<file path="src/rtl/rs_dec_pkg.sv">
// Shared constants, error-table entry and FSM state type for the RS decoder output stage.
package rs_dec_pkg;

  localparam int unsigned SYM_W     = 8;
  localparam int unsigned ADDR_W    = 9;
  localparam int unsigned MEM_DEPTH = 264;
  localparam int unsigned N         = 204;
  localparam int unsigned T         = 8;
  localparam int unsigned LOC_W     = 8;
  localparam int unsigned CNT_W     = $clog2(T + 1);

  typedef struct packed {
    logic             valid;
    logic [LOC_W-1:0] loc;
    logic [SYM_W-1:0] mag;
  } err_entry_t;

  typedef enum logic [1:0] {
    ST_IDLE  = 2'd0,
    ST_READ  = 2'd1,
    ST_DRAIN = 2'd2
  } state_e;

endpackage

</file>
<file path="src/rtl/rs_err_table.sv">
// Double-banked error table: load bank fills from the Forney stage, active bank drives
// the per-symbol correction magnitude, delayed two cycles to line up with RAM data.
module rs_err_table
  import rs_dec_pkg::*;
(
  input  logic             clk_i,
  input  logic             rst_i,
  input  logic             wr_i,
  input  logic [LOC_W-1:0] loc_i,
  input  logic [SYM_W-1:0] mag_i,
  input  logic             swap_i,
  input  logic             rd_vld_i,
  input  logic [LOC_W-1:0] idx_i,
  output logic [SYM_W-1:0] mag_o,
  output logic             act_fail_o
);

  err_entry_t       ld_q  [T];
  err_entry_t       ld_d  [T];
  err_entry_t       act_q [T];
  err_entry_t       act_d [T];
  logic [CNT_W-1:0] ld_cnt_q, ld_cnt_d;
  logic             ld_fail_q, ld_fail_d;
  logic             act_fail_q, act_fail_d;
  logic [SYM_W-1:0] mag_c, mag_s1_q, mag_s2_q;

  // Swap first, so a write in the swap cycle lands in the freshly emptied load bank.
  always_comb begin
    ld_d       = ld_q;
    act_d      = act_q;
    ld_cnt_d   = ld_cnt_q;
    ld_fail_d  = ld_fail_q;
    act_fail_d = act_fail_q;
    if (swap_i) begin
      act_d      = ld_q;
      act_fail_d = ld_fail_q;
      for (int unsigned k = 0; k < T; k++) ld_d[k] = '0;
      ld_cnt_d   = '0;
      ld_fail_d  = 1'b0;
    end
    if (wr_i) begin
      if ((loc_i >= LOC_W'(N)) || (ld_cnt_d == CNT_W'(T))) begin
        ld_fail_d = 1'b1;
      end else begin
        for (int unsigned k = 0; k < T; k++) begin
          if (ld_cnt_d == CNT_W'(k)) begin
            ld_d[k].valid = 1'b1;
            ld_d[k].loc   = loc_i;
            ld_d[k].mag   = mag_i;
          end
        end
        ld_cnt_d = ld_cnt_d + CNT_W'(1);
      end
    end
  end

  // Parallel compare of all active entries; duplicate locations accumulate by XOR.
  always_comb begin
    mag_c = '0;
    for (int unsigned k = 0; k < T; k++) begin
      if (act_q[k].valid && (act_q[k].loc == idx_i)) mag_c = mag_c ^ act_q[k].mag;
    end
  end

  always_ff @(posedge clk_i or posedge rst_i) begin
    if (rst_i) begin
      for (int unsigned k = 0; k < T; k++) begin
        ld_q[k]  <= '0;
        act_q[k] <= '0;
      end
      ld_cnt_q   <= '0;
      ld_fail_q  <= 1'b0;
      act_fail_q <= 1'b0;
      mag_s1_q   <= '0;
      mag_s2_q   <= '0;
    end else begin
      ld_q       <= ld_d;
      act_q      <= act_d;
      ld_cnt_q   <= ld_cnt_d;
      ld_fail_q  <= ld_fail_d;
      act_fail_q <= act_fail_d;
      mag_s1_q   <= rd_vld_i ? mag_c : '0;
      mag_s2_q   <= mag_s1_q;
    end
  end

  assign mag_o      = mag_s2_q;
  assign act_fail_o = act_fail_q;

endmodule

</file>
<file path="src/rtl/rs_decode_corrector.sv">
// RS decoder output stage: reads a buffered codeword from the RAM, XORs in error
// magnitudes and streams the corrected symbols with sop/eop/fail flags.
module rs_decode_corrector
  import rs_dec_pkg::*;
(
  input  logic              clock,
  input  logic              reset,
  input  logic              err_wr,
  input  logic [LOC_W-1:0]  err_loc,
  input  logic [SYM_W-1:0]  err_mag,
  input  logic              start,
  input  logic [ADDR_W-1:0] base_addr,
  input  logic              dec_fail,
  output logic              busy,
  output logic [ADDR_W-1:0] rdaddress,
  output logic              rden,
  input  logic [SYM_W-1:0]  q,
  output logic              out_valid,
  output logic [SYM_W-1:0]  out_data,
  output logic              out_sop,
  output logic              out_eop,
  output logic              out_fail
);

  state_e            state_q, state_d;
  logic [LOC_W-1:0]  idx_q, idx_d;
  logic [ADDR_W-1:0] addr_q, addr_d;
  logic              rden_q, rden_d;
  logic              dfail_q, dfail_d;
  logic              start_acc_c, last_c, busy_d;
  logic              v1_q, sop1_q, eop1_q, fail1_q;
  logic              v2_q, sop2_q, eop2_q, fail2_q;
  logic              busy_q, out_valid_q, out_sop_q, out_eop_q, out_fail_q;
  logic [SYM_W-1:0]  out_data_q;
  logic [SYM_W-1:0]  mag_al;
  logic              act_fail;

  assign last_c = (idx_q == LOC_W'(N - 1));

  rs_err_table u_err_table (
    .clk_i      (clock),
    .rst_i      (reset),
    .wr_i       (err_wr),
    .loc_i      (err_loc),
    .mag_i      (err_mag),
    .swap_i     (start_acc_c),
    .rd_vld_i   (rden_q),
    .idx_i      (idx_q),
    .mag_o      (mag_al),
    .act_fail_o (act_fail)
  );

  // Next-state: read sequencing, address wrap and start acceptance.
  always_comb begin
    state_d     = state_q;
    idx_d       = idx_q;
    addr_d      = addr_q;
    rden_d      = rden_q;
    dfail_d     = dfail_q;
    start_acc_c = 1'b0;
    unique case (state_q)
      ST_IDLE: begin
        if (start) start_acc_c = 1'b1;
      end
      ST_READ: begin
        idx_d  = idx_q + LOC_W'(1);
        addr_d = (addr_q == ADDR_W'(MEM_DEPTH - 1)) ? '0 : addr_q + ADDR_W'(1);
        if (last_c) begin
          if (start) begin
            start_acc_c = 1'b1;
          end else begin
            state_d = ST_DRAIN;
            rden_d  = 1'b0;
            idx_d   = '0;
          end
        end
      end
      ST_DRAIN: begin
        if (start) start_acc_c = 1'b1;
        else if (!v1_q && !v2_q) state_d = ST_IDLE;
      end
      default: state_d = ST_IDLE;
    endcase
    if (start_acc_c) begin
      state_d = ST_READ;
      idx_d   = '0;
      addr_d  = base_addr;
      rden_d  = 1'b1;
      dfail_d = dec_fail;
    end
    busy_d = (state_d != ST_IDLE) | rden_q | v1_q;
  end

  always_ff @(posedge clock or posedge reset) begin
    if (reset) begin
      state_q <= ST_IDLE;
      idx_q   <= '0;
      addr_q  <= '0;
      rden_q  <= 1'b0;
      dfail_q <= 1'b0;
      busy_q  <= 1'b0;
    end else begin
      state_q <= state_d;
      idx_q   <= idx_d;
      addr_q  <= addr_d;
      rden_q  <= rden_d;
      dfail_q <= dfail_d;
      busy_q  <= busy_d;
    end
  end

  // Two flag stages matching RAM latency, then the registered output stage.
  always_ff @(posedge clock or posedge reset) begin
    if (reset) begin
      v1_q        <= 1'b0;
      sop1_q      <= 1'b0;
      eop1_q      <= 1'b0;
      fail1_q     <= 1'b0;
      v2_q        <= 1'b0;
      sop2_q      <= 1'b0;
      eop2_q      <= 1'b0;
      fail2_q     <= 1'b0;
      out_valid_q <= 1'b0;
      out_data_q  <= '0;
      out_sop_q   <= 1'b0;
      out_eop_q   <= 1'b0;
      out_fail_q  <= 1'b0;
    end else begin
      v1_q        <= rden_q;
      sop1_q      <= rden_q & (idx_q == '0);
      eop1_q      <= rden_q & last_c;
      fail1_q     <= rden_q & (dfail_q | act_fail);
      v2_q        <= v1_q;
      sop2_q      <= sop1_q;
      eop2_q      <= eop1_q;
      fail2_q     <= fail1_q;
      out_valid_q <= v2_q;
      out_data_q  <= v2_q ? (q ^ (fail2_q ? '0 : mag_al)) : '0;
      out_sop_q   <= sop2_q;
      out_eop_q   <= eop2_q;
      out_fail_q  <= fail2_q;
    end
  end

  assign busy      = busy_q;
  assign rdaddress = addr_q;
  assign rden      = rden_q;
  assign out_valid = out_valid_q;
  assign out_data  = out_data_q;
  assign out_sop   = out_sop_q;
  assign out_eop   = out_eop_q;
  assign out_fail  = out_fail_q;

endmodule

</file>
<file path="config.mk">
export PLATFORM = sky130hd
export DESIGN_NAME = rs_decode_corrector
export DESIGN_NICKNAME = d
export VERILOG_FILES = /design/src/rtl/rs_dec_pkg.sv /design/src/rtl/rs_err_table.sv /design/src/rtl/rs_decode_corrector.sv
export SDC_FILE = /design/constraint.sdc
export NUM_CORES = 1
export LEC_CHECK = 0
export ABC_CLOCK_PERIOD_IN_PS = 9900
export BUFFER_PORTS_ARGS = -buffer_cell sky130_fd_sc_hd__buf_2
export CAP_MARGIN = 20
export CORE_MARGIN = 2
export CORE_UTILIZATION = 50
export CTS_BUF_LIST = sky130_fd_sc_hd__clkbuf_4
export CTS_CLUSTER_DIAMETER = 120
export DETAILED_ROUTE_END_ITERATION = 10
export GPL_ROUTABILITY_DRIVEN = 0
export GPL_TIMING_DRIVEN = 0
export PLACE_DENSITY = 0.72
export RECOVER_POWER = 50
export SLEW_MARGIN = 10
export SYNTH_ARGS = -nofsm -noshare
export SYNTH_HDL_FRONTEND = slang
export SYNTH_SLANG_ARGS = --single-unit
</file>
<file path="constraint.sdc">
create_clock -name clock -period 9.9 [get_ports clock]
set_input_delay 0.99 -clock clock [delete_from_list [all_inputs] [get_ports clock]]
set_output_delay 0.99 -clock clock [all_outputs]
set_load 0.05 [all_outputs]
</file>
==> results_dict.tcl, run 1 <==
set metrics [dict create \
    fin_total_pwr_w 0.00471 \
    layout.cells.most_common_list "sky130_fd_sc_hd__nand2_1, sky130_fd_sc_hd__dfrtp_1, sky130_fd_sc_hd__clkbuf_4, sky130_fd_sc_hd__buf_2, sky130_fd_sc_hd__a21oi_1" \
    routed-via-count 11476 \
    min-delay-path-class "reg2reg" \
    core.rowCount 62 \
    cts_setup_buffers 0 \
    reg2reg_depth 13 \
    cts-htree-levels 3 \
    pwr_density_cell_mw_per_mm2 283 \
    synth_sequential_area_ratio_pct 57.0 \
    regToRegStartpoint "idx_q[4]" \
    min_period_over_period_pct 57.3 \
    timing.critical_path.fanout_max 39 \
    finalNonFillerCells 2096 \
    synth.net_count 1555 \
    antenna_found_initial 1 \
    holdCritStartpoint "u_err_table.mag_s1_q[6]" \
    max_slew.worst_pin.slew_ps 2030 \
    violations "capacitance limit, slew limit" \
    grt_first_pass_wirelength_um 64400 \
    distinct_cell_type_count_of_the_synthesized_netlist 46 \
    critical_path_arrival_ps 6070 \
    postSynthCellCount 1510 \
    report.final.hold_viol_count 0 \
    mappedNetlistArea_mm2 0.0148 \
    clock_tree_from_tritoncts "done" \
    worst_hold_path.endpoint "u_err_table.mag_o[6]" \
    synth.avg_cell_area_um2 9.77 \
    cts_max_path_buffers 3 \
    timing.fmax_ghz 0.176 \
    finalMaxSlewViolations 275 \
    design_area_mm2 0.0166 \
    ff_latch_area_mm2 0.00841 \
    worst_r2r_endpoint "u_err_table.ld_q[14]" \
    hpwl_um 27600 \
    post_drt_via_cell_ratio 5.48 \
    synth_area_leader_cell "sky130_fd_sc_hd__dfrtp_1" \
    mostFrequentLayoutCell "sky130_fd_sc_hd__nand2_1" \
    grt_start_max_net_pins 40 \
    cts-resized-gates 0 \
    ys_ff_latch 336 \
    final.fill_count 2572 \
    synth_edf_count 0 \
    critPathRequiredTime_ps 10290 \
    cts_inserted_buffers 86 \
    die_h_um 176 \
    synthArstFlopShare_pct 100 \
    floorplan.die_area_mm2 0.0309 \
    drive_gt1_share_pct 14.7 \
    placeable_core_region_mm2 0.0289 \
    hold-path-cell-count 0 \
    post_cts_hold_buffer_count 0 \
    grtUsageTotal_pct 27.8 \
    root_buffer_cell "sky130_fd_sc_hd__clkbuf_4" \
    initial_utilization_pct 51.1 \
    design.final.nets 1697 \
    cp-end-kind "asynchronous set/reset pin" \
    slew-limit-headroom_pct -35.3 \
    vdd_ir_drop_max_mv 0.159 \
    placed_area_mm2 0.0157 \
    postRouteAntennaNets 0 \
    numPortBuffers 44 \
    synth_top_area_share_pct 57.0 \
    num_io_pins 61 \
    utilization_pct 57.6 \
    postSynth.topFlopCell "sky130_fd_sc_hd__dfrtp_1" \
    detail_route.wl_per_cell_um 19.8 \
    outcome "finished, violations left" \
    clkSlewWorstSetupHoldPaths_ps 60 \
    fin_tns_setup_ps 0 \
    max_cap_viol_count 8 \
    crit_path_start_kind "input pin" \
    numPlacedInstances 1948 \
    multi_input_gate_area_mm2 0.00576 \
    synth.area.top_cells "sky130_fd_sc_hd__dfrtp_1, sky130_fd_sc_hd__nand2_1, sky130_fd_sc_hd__xnor2_1, sky130_fd_sc_hd__a22o_1, sky130_fd_sc_hd__a21oi_1" \
    clk_latency_ps 720 \
    ys.warnings.count 0 \
    timing.setup.critical_path_class "in2async" \
    layout_min_cycle_time_ps 5680 \
    syn2layout_area_growth_pct 12.7 \
    remaining_design_rule_violation_count 0 \
    numClockSinks 336 \
    first_global_vias 11389 \
    fin_skew_ps 34.0 \
    report.final.setup_viol 0 \
    grt_overflow 0 \
    drt-pass1-iter-count 5 \
    power_leakage_nw 8.34 \
    reg2reg_setup_slack_ps 5770 \
    grt_setup_unrepaired "false" \
    dr.first_iter.drc_count 1183 \
    routed_wirelength_um 41500 \
    die_w_um 176 \
]
## area by class of cell
class / instances / area share, %
Buffer: 92 / 3.01
Sequential cell: 336 / 50.6
Tap cell: 384 / 2.89
Antenna cell: 1 / 0.0151
Clock buffer: 127 / 5.73
Clock inverter: 20 / 1.11
Multi-Input combinational cell: 1062 / 34.7
Inverter: 20 / 0.459
Timing Repair Buffer: 54 / 1.55
## sequential cells by signal, indices dropped and copies added, names as in the netlist, 2 cells and up
signal and cells:
u_err_table.act_q 136, u_err_table.ld_q 136, rdaddress 9, idx_q 8, out_data 8, u_err_table.mag_o 8, u_err_table.mag_s1_q 8, u_err_table.ld_cnt_q 4
state_q 2
## where the power goes
| part | switching (W) | internal [W] | total [W] | leakage, nW |
|---|---|---|---|---|
| logic | 0.000801 | 0.000513 | 0.00131 | 3.18 |
| registers | 0.000300 | 0.00185 | 0.00214 | 4.49 |
| clock network | 0.000564 | 0.000687 | 0.00125 | 0.667 |
## worst max-delay path, stage by stage
cell                         delay (ps)
sky130_fd_sc_hd__buf_2              100
sky130_fd_sc_hd__clkinvlp_2         760
sky130_fd_sc_hd__clkbuf_1          1120
sky130_fd_sc_hd__clkbuf_1          1490
sky130_fd_sc_hd__clkbuf_1          1550
## through the flow
step           setup WS (ps)  hold slack [ps]
2_1_floorplan           4420              331
4_1_cts                 5960              345
3_5_place_dp            5940              335
3_3_place_gp            2560              332
6_report                4220              343
5_1_grt                 3210              347
## logic make-up after synthesis
kind of cell             synth area share (%)
AND/OR/NAND/NOR                          21.2
flip-flops                               57.0
AO/OA/AOI/OAI                            8.23
XOR/XNOR                                 8.98
buffers and inverters                    3.96
adder cells (fa/ha/maj)                 0.594
## layer usage
| metal | global-route usage (%) | share of wire [%] | vias to the layer above |
|---|---|---|---|
| met2 | 41.9 | 45 | 502 |
| met4 | 12.0 | 3.3 | 0 |
| li1 | - | - | 5210 |
| met3 | 8.38 | 9.8 | 89 |
| met5 | 0 | 0 | - |
| met1 | 37.6 | 42 | 5675 |
## worst max path at each step
stage                        start               endpoint  slack [ps]  cells past startpoint
final                        reset  u_err_table.act_q[50]        4220                      5
after global routing         reset   u_err_table.ld_q[23]        3210                      5
after CTS                 idx_q[1]   u_err_table.ld_q[27]        5960                     13
after detailed placement     start   u_err_table.ld_q[14]        5940                     11
after global placement       reset   u_err_table.ld_q[67]        2560                      2
after floorplan              reset                   busy        4420                      1
## cells in the mapped netlist, types with 9 or more instances
cell type,number
sky130_fd_sc_hd__nand2_1,594
sky130_fd_sc_hd__dfrtp_1,336
sky130_fd_sc_hd__a21oi_1,74
sky130_fd_sc_hd__xnor2_1,68
sky130_fd_sc_hd__a22o_1,65
sky130_fd_sc_hd__xor2_1,36
sky130_fd_sc_hd__nor2_1,33
sky130_fd_sc_hd__buf_2,32
sky130_fd_sc_hd__clkbuf_1,29
sky130_fd_sc_hd__o21ai_0,26
sky130_fd_sc_hd__and2_1,22
sky130_fd_sc_hd__inv_1,20
sky130_fd_sc_hd__nand3_1,20
sky130_fd_sc_hd__buf_4,15
sky130_fd_sc_hd__nor3_1,15
sky130_fd_sc_hd__nor4_1,15
sky130_fd_sc_hd__xnor3_1,15
sky130_fd_sc_hd__nand4_1,11
sky130_fd_sc_hd__nand2b_1,10
sky130_fd_sc_hd__buf_6,9
Note: power is estimated with default switching activity, not from simulation.
==> inputs of run 2 (changes only) <==
Settings changed: ABC_CLOCK_PERIOD_IN_PS 9900 to 5950, PLACE_DENSITY 0.72 to 0.7.
Clock period 9.9 ns to 5.95 ns, I/O delays scaled along.
==> results_dict.tcl, run 2 (synthesis gave the netlist of run 1 again) <==
set metrics [dict create \
    outcome "finished, violations left" \
    violations "capacitance limit, slew limit" \
    drt-pass1-iter-count 5 \
    net-switching-power_w 0.00275 \
    postRouteAntennaNets 0 \
    power_leakage_nw 8.38 \
    syn2layout_area_growth_pct 13.2 \
    p_comb_share_pct 28.3 \
    grt_setup_unrepaired "false" \
    placed_area_mm2 0.0157 \
    grt_start_max_net_pins 40 \
    numPortBuffers 44 \
    switching_share_pct 35.4 \
    placeable_core_region_mm2 0.0289 \
    power.share.clock_pct 25.9 \
    busiest_layer "met2" \
    finalNonFillerCells 2098 \
    initial_utilization_pct 51.1 \
    max_slew.worst_pin.slew_ps 2020 \
    finalMaxSlewViolations 146 \
    routed_wirelength_um 41500 \
    critical_path_arrival_ps 4770 \
    routed-via-count 11377 \
    multi_input_gate_area_mm2 0.00576 \
    design_area_mm2 0.0167 \
    critical-path-max-stage-delay_ps 590 \
    grtUsageTotal_pct 28.1 \
    layout.cells.most_common_list "sky130_fd_sc_hd__nand2_1, sky130_fd_sc_hd__dfrtp_1, sky130_fd_sc_hd__clkbuf_4, sky130_fd_sc_hd__buf_2, sky130_fd_sc_hd__a21oi_1" \
    cts_max_path_buffers 3 \
    remaining_design_rule_violation_count 0 \
    dr.first_iter.drc_count 997 \
    grt.met1_usage_pct 38.9 \
    critical-path-top-cell-by-count "sky130_fd_sc_hd__nand2_1" \
    die_h_um 176 \
    min_period_over_period_pct 69.7 \
    timing.setup.critical_path_class "reg2reg" \
    regToRegStartpoint "idx_q[4]" \
    layout_min_cycle_time_ps 4150 \
    grtUsageMet3_pct 7.01 \
    cts_inserted_buffers 89 \
    detail_route.wl_per_cell_um 19.8 \
    holdCritStartpoint "base_addr[3]" \
    drive_gt1_share_pct 15.2 \
    vdd_ir_drop_max_mv 0.236 \
    hpwl_um 27400 \
    worst_r2r_endpoint "u_err_table.ld_q[9]" \
    final_layout_worst_hold_slack_ps 68.3 \
    critPathTopFamily "buffers and inverters" \
    first_global_vias 11269 \
    worst_hold_path.endpoint "rdaddress[3]" \
    report.final.hold_viol_count 0 \
    intPower_w 0.00502 \
    slew-limit-headroom_pct -34.8 \
    antenna_found_initial 1 \
    grt_overflow 0 \
    hold-path-cell-count 3 \
    fin_tns_setup_ps 0 \
    timing.fmax_ghz 0.241 \
    cp-end-kind "flip-flop" \
    cts_setup_buffers 0 \
    critPathRequiredTime_ps 6570 \
    global_route.usage.met2_pct 41.4 \
    post_drt_via_cell_ratio 5.42 \
    num_io_pins 61 \
    cts-htree-levels 3 \
    critical-path-slowest-cell "sky130_fd_sc_hd__clkbuf_1" \
    floorplan.die_area_mm2 0.0309 \
    final.fill_count 2631 \
    max_cap_viol_count 4 \
    reg2reg_setup_slack_ps 1800 \
    pwr_density_cell_mw_per_mm2 465 \
    crit_path_start_kind "flip-flop" \
    mostFrequentLayoutCell "sky130_fd_sc_hd__nand2_1" \
    min-delay-path-class "in2reg" \
    timing.critical_path.fanout_max 10 \
    seq_power_share_pct 45.8 \
    report.final.setup_viol 0 \
    numPlacedInstances 1948 \
    grt_first_pass_wirelength_um 64700 \
    clkSlewWorstSetupHoldPaths_ps 70 \
    design.final.nets 1701 \
    clk_latency_ps 730 \
    reg2reg_depth 13 \
    die_w_um 176 \
    numClockSinks 336 \
    worstPathCellList "clkbuf_1 > or4_1 > o21ai_1 > nand2_1 > clkbuf_1 > nand2_1 > inv_1 > ha_1 > nand2_1 > nor2_1 > clkbuf_1 > nand2_1 > a21oi_1" \
    root_buffer_cell "sky130_fd_sc_hd__clkbuf_4" \
    ff_latch_area_mm2 0.00841 \
    critical_path.n_buffers_inverters 4 \
    core.rowCount 62 \
    clock_tree_from_tritoncts "done" \
    fin_skew_ps 34.8 \
]
==> run 2: worst max-delay path by stage <==
| stage | end | cells past startpoint | slack [ps] | start |
|---|---|---|---|---|
| 6_report | u_err_table.ld_q[9] | 13 | 1800 | idx_q[4] |
| 5_1_grt | u_err_table.ld_q[1] | 8 | 1120 | reset |
| 4_1_cts | u_err_table.ld_q[66] | 13 | 2010 | idx_q[1] |
| 3_5_place_dp | u_err_table.ld_q[66] | 13 | 2010 | idx_q[1] |
| 3_3_place_gp | u_err_table.ld_q[61] | 2 | -1060 | reset |
| 2_1_floorplan | busy | 1 | 860 | reset |
==> run 2: power groups by stage <==
| stage | Sequential, W | Clock, W | Combinational, W |
|---|---|---|---|
| CTS | 0.00355 | 0.00204 | 0.00220 |
| detailed placement | 0.00358 | 0 | 0.00218 |
| global route | 0.00365 | 0.00216 | 0.00244 |
| finish | 0.00356 | 0.00202 | 0.00220 |
| global placement | 0.00357 | 0 | 0.00210 |
| floorplan | 0.00361 | 0 | 0.00154 |
==> run 2: cell type report <==
type | instances | share of cell area [%]
sequential | 336 | 50.3
multi-input combinational | 1062 | 34.5
clock buffer | 131 | 5.89
buffer | 92 | 3.00
tap | 384 | 2.88
timing repair buffer | 55 | 2.22
clock inverter | 17 | 0.719
inverter | 20 | 0.457
antenna | 1 | 0.0150
==> run 2: through the flow <==
| step | setup slack, ps | total power, W | util (%) |
|---|---|---|---|
| floorplan | 864 | 0.00514 | - |
| global placement | -1060 | 0.00566 | 53.6 |
| detailed placement | 2010 | 0.00576 | 54.3 |
| CTS | 2010 | 0.00778 | 58.1 |
| global route | 1120 | 0.00825 | 57.9 |
| finish | 1800 | 0.00777 | 57.9 |
==> run 2: worst register-to-register path: stages (launching register included) <==
cell and delay (ps):
sky130_fd_sc_hd__dfrtp_1 320, sky130_fd_sc_hd__clkbuf_1 590, sky130_fd_sc_hd__or4_1 270, sky130_fd_sc_hd__o21ai_1 80, sky130_fd_sc_hd__nand2_1 210, sky130_fd_sc_hd__clkbuf_1 580, sky130_fd_sc_hd__nand2_1 240, sky130_fd_sc_hd__inv_1 140
sky130_fd_sc_hd__ha_1 220, sky130_fd_sc_hd__nand2_1 160, sky130_fd_sc_hd__nor2_1 520, sky130_fd_sc_hd__clkbuf_1 470, sky130_fd_sc_hd__nand2_1 110, sky130_fd_sc_hd__a21oi_1 160
==> run 2: routing by layer <==
metal | share of wire, % | wire length [um]
met1 | 43 | 17800
met2 | 44 | 18200
met3 | 8.4 | 3490
met4 | 4.8 | 1980
met5 | 0 | 0
==> run 2: what timing repair did <==
action | CTS | global route
gates resized for setup | 0 | 0
hold endpoints to repair | 33 | 0
hold buffers | 1 | 0
==> inputs of run 3 (changes only) <==
Settings changed: ABC_CLOCK_PERIOD_IN_PS 5950 to 4100.
Clock period 5.95 ns to 4.1 ns, I/O delays scaled along.
==> results_dict.tcl, run 3 (synthesis gave the netlist of run 1 again) <==
set metrics [dict create \
    grt_start_max_net_pins 40 \
    cp-end-kind "flip-flop" \
    post_drt_via_cell_ratio 5.44 \
    report.final.hold_viol_count 0 \
    vdd_ir_drop_max_mv 0.343 \
    layout.cells.most_common_list "sky130_fd_sc_hd__nand2_1, sky130_fd_sc_hd__dfrtp_1, sky130_fd_sc_hd__clkbuf_4, sky130_fd_sc_hd__buf_2, sky130_fd_sc_hd__a21oi_1" \
    initial_utilization_pct 51.1 \
    finalNonFillerCells 2115 \
    grt.met1_usage_pct 39.0 \
    numPortBuffers 44 \
    floorplan.die_area_mm2 0.0309 \
    net-switching-power_w 0.00400 \
    antenna_found_initial 1 \
    setup.worst_path.start "idx_q[1]" \
    routed-via-count 11503 \
    p_comb_share_pct 28.4 \
    reg2reg_depth 12 \
    die_h_um 176 \
    core.rowCount 62 \
    intPower_w 0.00729 \
    clk_latency_ps 730 \
    root_buffer_cell "sky130_fd_sc_hd__clkbuf_4" \
    busiest_layer "met2" \
    detail_route.wl_per_cell_um 19.8 \
    numClockSinks 336 \
    crit_end "u_err_table.ld_q[78]" \
    grtUsageTotal_pct 28.3 \
    cts_inserted_buffers 89 \
    dr.first_iter.drc_count 1006 \
    fin_tns_setup_ps 0 \
    global_route.usage.met2_pct 41.8 \
    timing.critical_path.fanout_max 10 \
    fin_total_pwr_w 0.0113 \
    worst_r2r_endpoint "u_err_table.ld_q[78]" \
    regToRegStartpoint "idx_q[1]" \
    slew-limit-headroom_pct -24.1 \
    clock_tree_from_tritoncts "done" \
    min-delay-path-class "in2reg" \
    utilization_pct 58.5 \
    critPathRequiredTime_ps 4730 \
    final.fill_count 2611 \
    drive_gt1_share_pct 15.5 \
    numPlacedInstances 1948 \
    switching_share_pct 35.4 \
    die_w_um 176 \
    num_io_pins 61 \
    hpwl_um 27400 \
    grtUsageMet3_pct 6.97 \
    report.final.setup_viol 0 \
    reg2reg_setup_slack_ps 330 \
    design.final.nets 1718 \
    timing.setup.critical_path_class "reg2reg" \
    grt_first_pass_wirelength_um 65000 \
    max_cap_viol_count 1 \
    max_slew.worst_pin.slew_ps 1860 \
    timing.fmax_ghz 0.265 \
    drt-pass1-iter-count 7 \
    cts-htree-levels 3 \
    ff_latch_area_mm2 0.00841 \
    finalMaxSlewViolations 34 \
    critical_path_arrival_ps 4400 \
    mostFrequentLayoutCell "sky130_fd_sc_hd__nand2_1" \
    cts_setup_buffers 0 \
    first_global_vias 11354 \
    cts_max_path_buffers 3 \
    layout_min_cycle_time_ps 3770 \
    syn2layout_area_growth_pct 14.4 \
    fin_skew_ps 32.4 \
    grt_overflow 0 \
    seq_power_share_pct 45.7 \
    min_period_over_period_pct 91.9 \
    outcome "finished, violations left" \
    clkSlewWorstSetupHoldPaths_ps 60 \
    power.share.clock_pct 25.9 \
    multi_input_gate_area_mm2 0.00577 \
    routed_wirelength_um 41800 \
    grt_setup_unrepaired "false" \
    pwr_density_cell_mw_per_mm2 669 \
    postRouteAntennaNets 0 \
    remaining_design_rule_violation_count 0 \
    crit_path_start_kind "flip-flop" \
    placeable_core_region_mm2 0.0289 \
    power_leakage_nw 8.46 \
    violations "capacitance limit, slew limit" \
]
run 3: cell count changes in the layout (fill, tap and decap cells not counted):
cell / previous run / this run
sky130_fd_sc_hd__clkbuf_2: 0 / 3
sky130_fd_sc_hd__nor2_2: 1 / 3
sky130_fd_sc_hd__a31oi_1: 7 / 6
sky130_fd_sc_hd__a31oi_2: 0 / 1
sky130_fd_sc_hd__buf_12: 5 / 3
sky130_fd_sc_hd__clkbuf_1: 35 / 30
sky130_fd_sc_hd__dlygate4sd3_1: 1 / 18
sky130_fd_sc_hd__buf_6: 8 / 9
sky130_fd_sc_hd__buf_2: 74 / 75
sky130_fd_sc_hd__clkbuf_4: 131 / 133
sky130_fd_sc_hd__nor2_1: 33 / 31
run 3: layout make-up:
type / count / share of cell area [%]
Sequential cell: 336 / 49.8
Multi-Input combinational cell: 1062 / 34.2
Clock buffer: 131 / 5.83
Timing Repair Buffer: 72 / 3.12
Buffer: 92 / 2.98
Tap cell: 384 / 2.85
Clock inverter: 17 / 0.712
Inverter: 20 / 0.452
Antenna cell: 1 / 0.0148
run 3: power by group through the flow:
| stage | combinational [W] | clock [W] | sequential (W) |
|---|---|---|---|
| 3_3_place_gp | 0.00304 | 0 | 0.00518 |
| 3_5_place_dp | 0.00317 | 0 | 0.00519 |
| 4_1_cts | 0.00320 | 0.00296 | 0.00515 |
| 5_1_grt | 0.00356 | 0.00313 | 0.00530 |
| 6_report | 0.00321 | 0.00293 | 0.00516 |
| 2_1_floorplan | 0.00223 | 0 | 0.00523 |
run 3: worst min-delay path by stage:
stage | slack (ps) | start | to | depth (start not counted)
6_report | 10 | q[3] | out_data[3] | 3
4_1_cts | 4 | q[5] | out_data[5] | 3
2_1_floorplan | 330 | eop1_q | eop2_q | 0
3_3_place_gp | 330 | eop1_q | eop2_q | 0
3_5_place_dp | 300 | reset | u_err_table.ld_q[97] | 2
5_1_grt | 20 | q[5] | out_data[5] | 3
run 3: per-layer routing:
metal	up-vias	routed length [um]
met4	0	1860
met1	5621	17600
met5	-	0
li1	5266	-
met2	505	18500
met3	111	3770
run 3: timing repair:
item | 4_1_cts | 5_1_grt
hold endpoints to repair | 50 | 0
hold buffers | 18 | 0
gates resized for setup | 0 | 5
setup endpoints to repair | 0 | 54
run 3: through the flow:
stage | setup WS [ps] | hold slack, ps | cell area, um2
after floorplan | -801 | 331 | 14800
after global placement | -2720 | 331 | 15500
after detailed placement | 156 | 304 | 15700
after CTS | 158 | 3.51 | 17000
after global routing | 51.4 | 17.6 | 16900
final | 332 | 14.8 | 16900
run 3: worst max-delay path, cell delays in order, from the launching register on:
cell and delay, ps:
sky130_fd_sc_hd__dfrtp_1 410, sky130_fd_sc_hd__ha_1 240, sky130_fd_sc_hd__nand4_1 140, sky130_fd_sc_hd__or4_1 470, sky130_fd_sc_hd__o21ai_1 180, sky130_fd_sc_hd__nand2_1 190
sky130_fd_sc_hd__clkbuf_2 310, sky130_fd_sc_hd__nand2_1 210, sky130_fd_sc_hd__inv_1 90, sky130_fd_sc_hd__ha_1 250, sky130_fd_sc_hd__a31oi_1 500, sky130_fd_sc_hd__clkbuf_1 470
sky130_fd_sc_hd__a22o_1 210
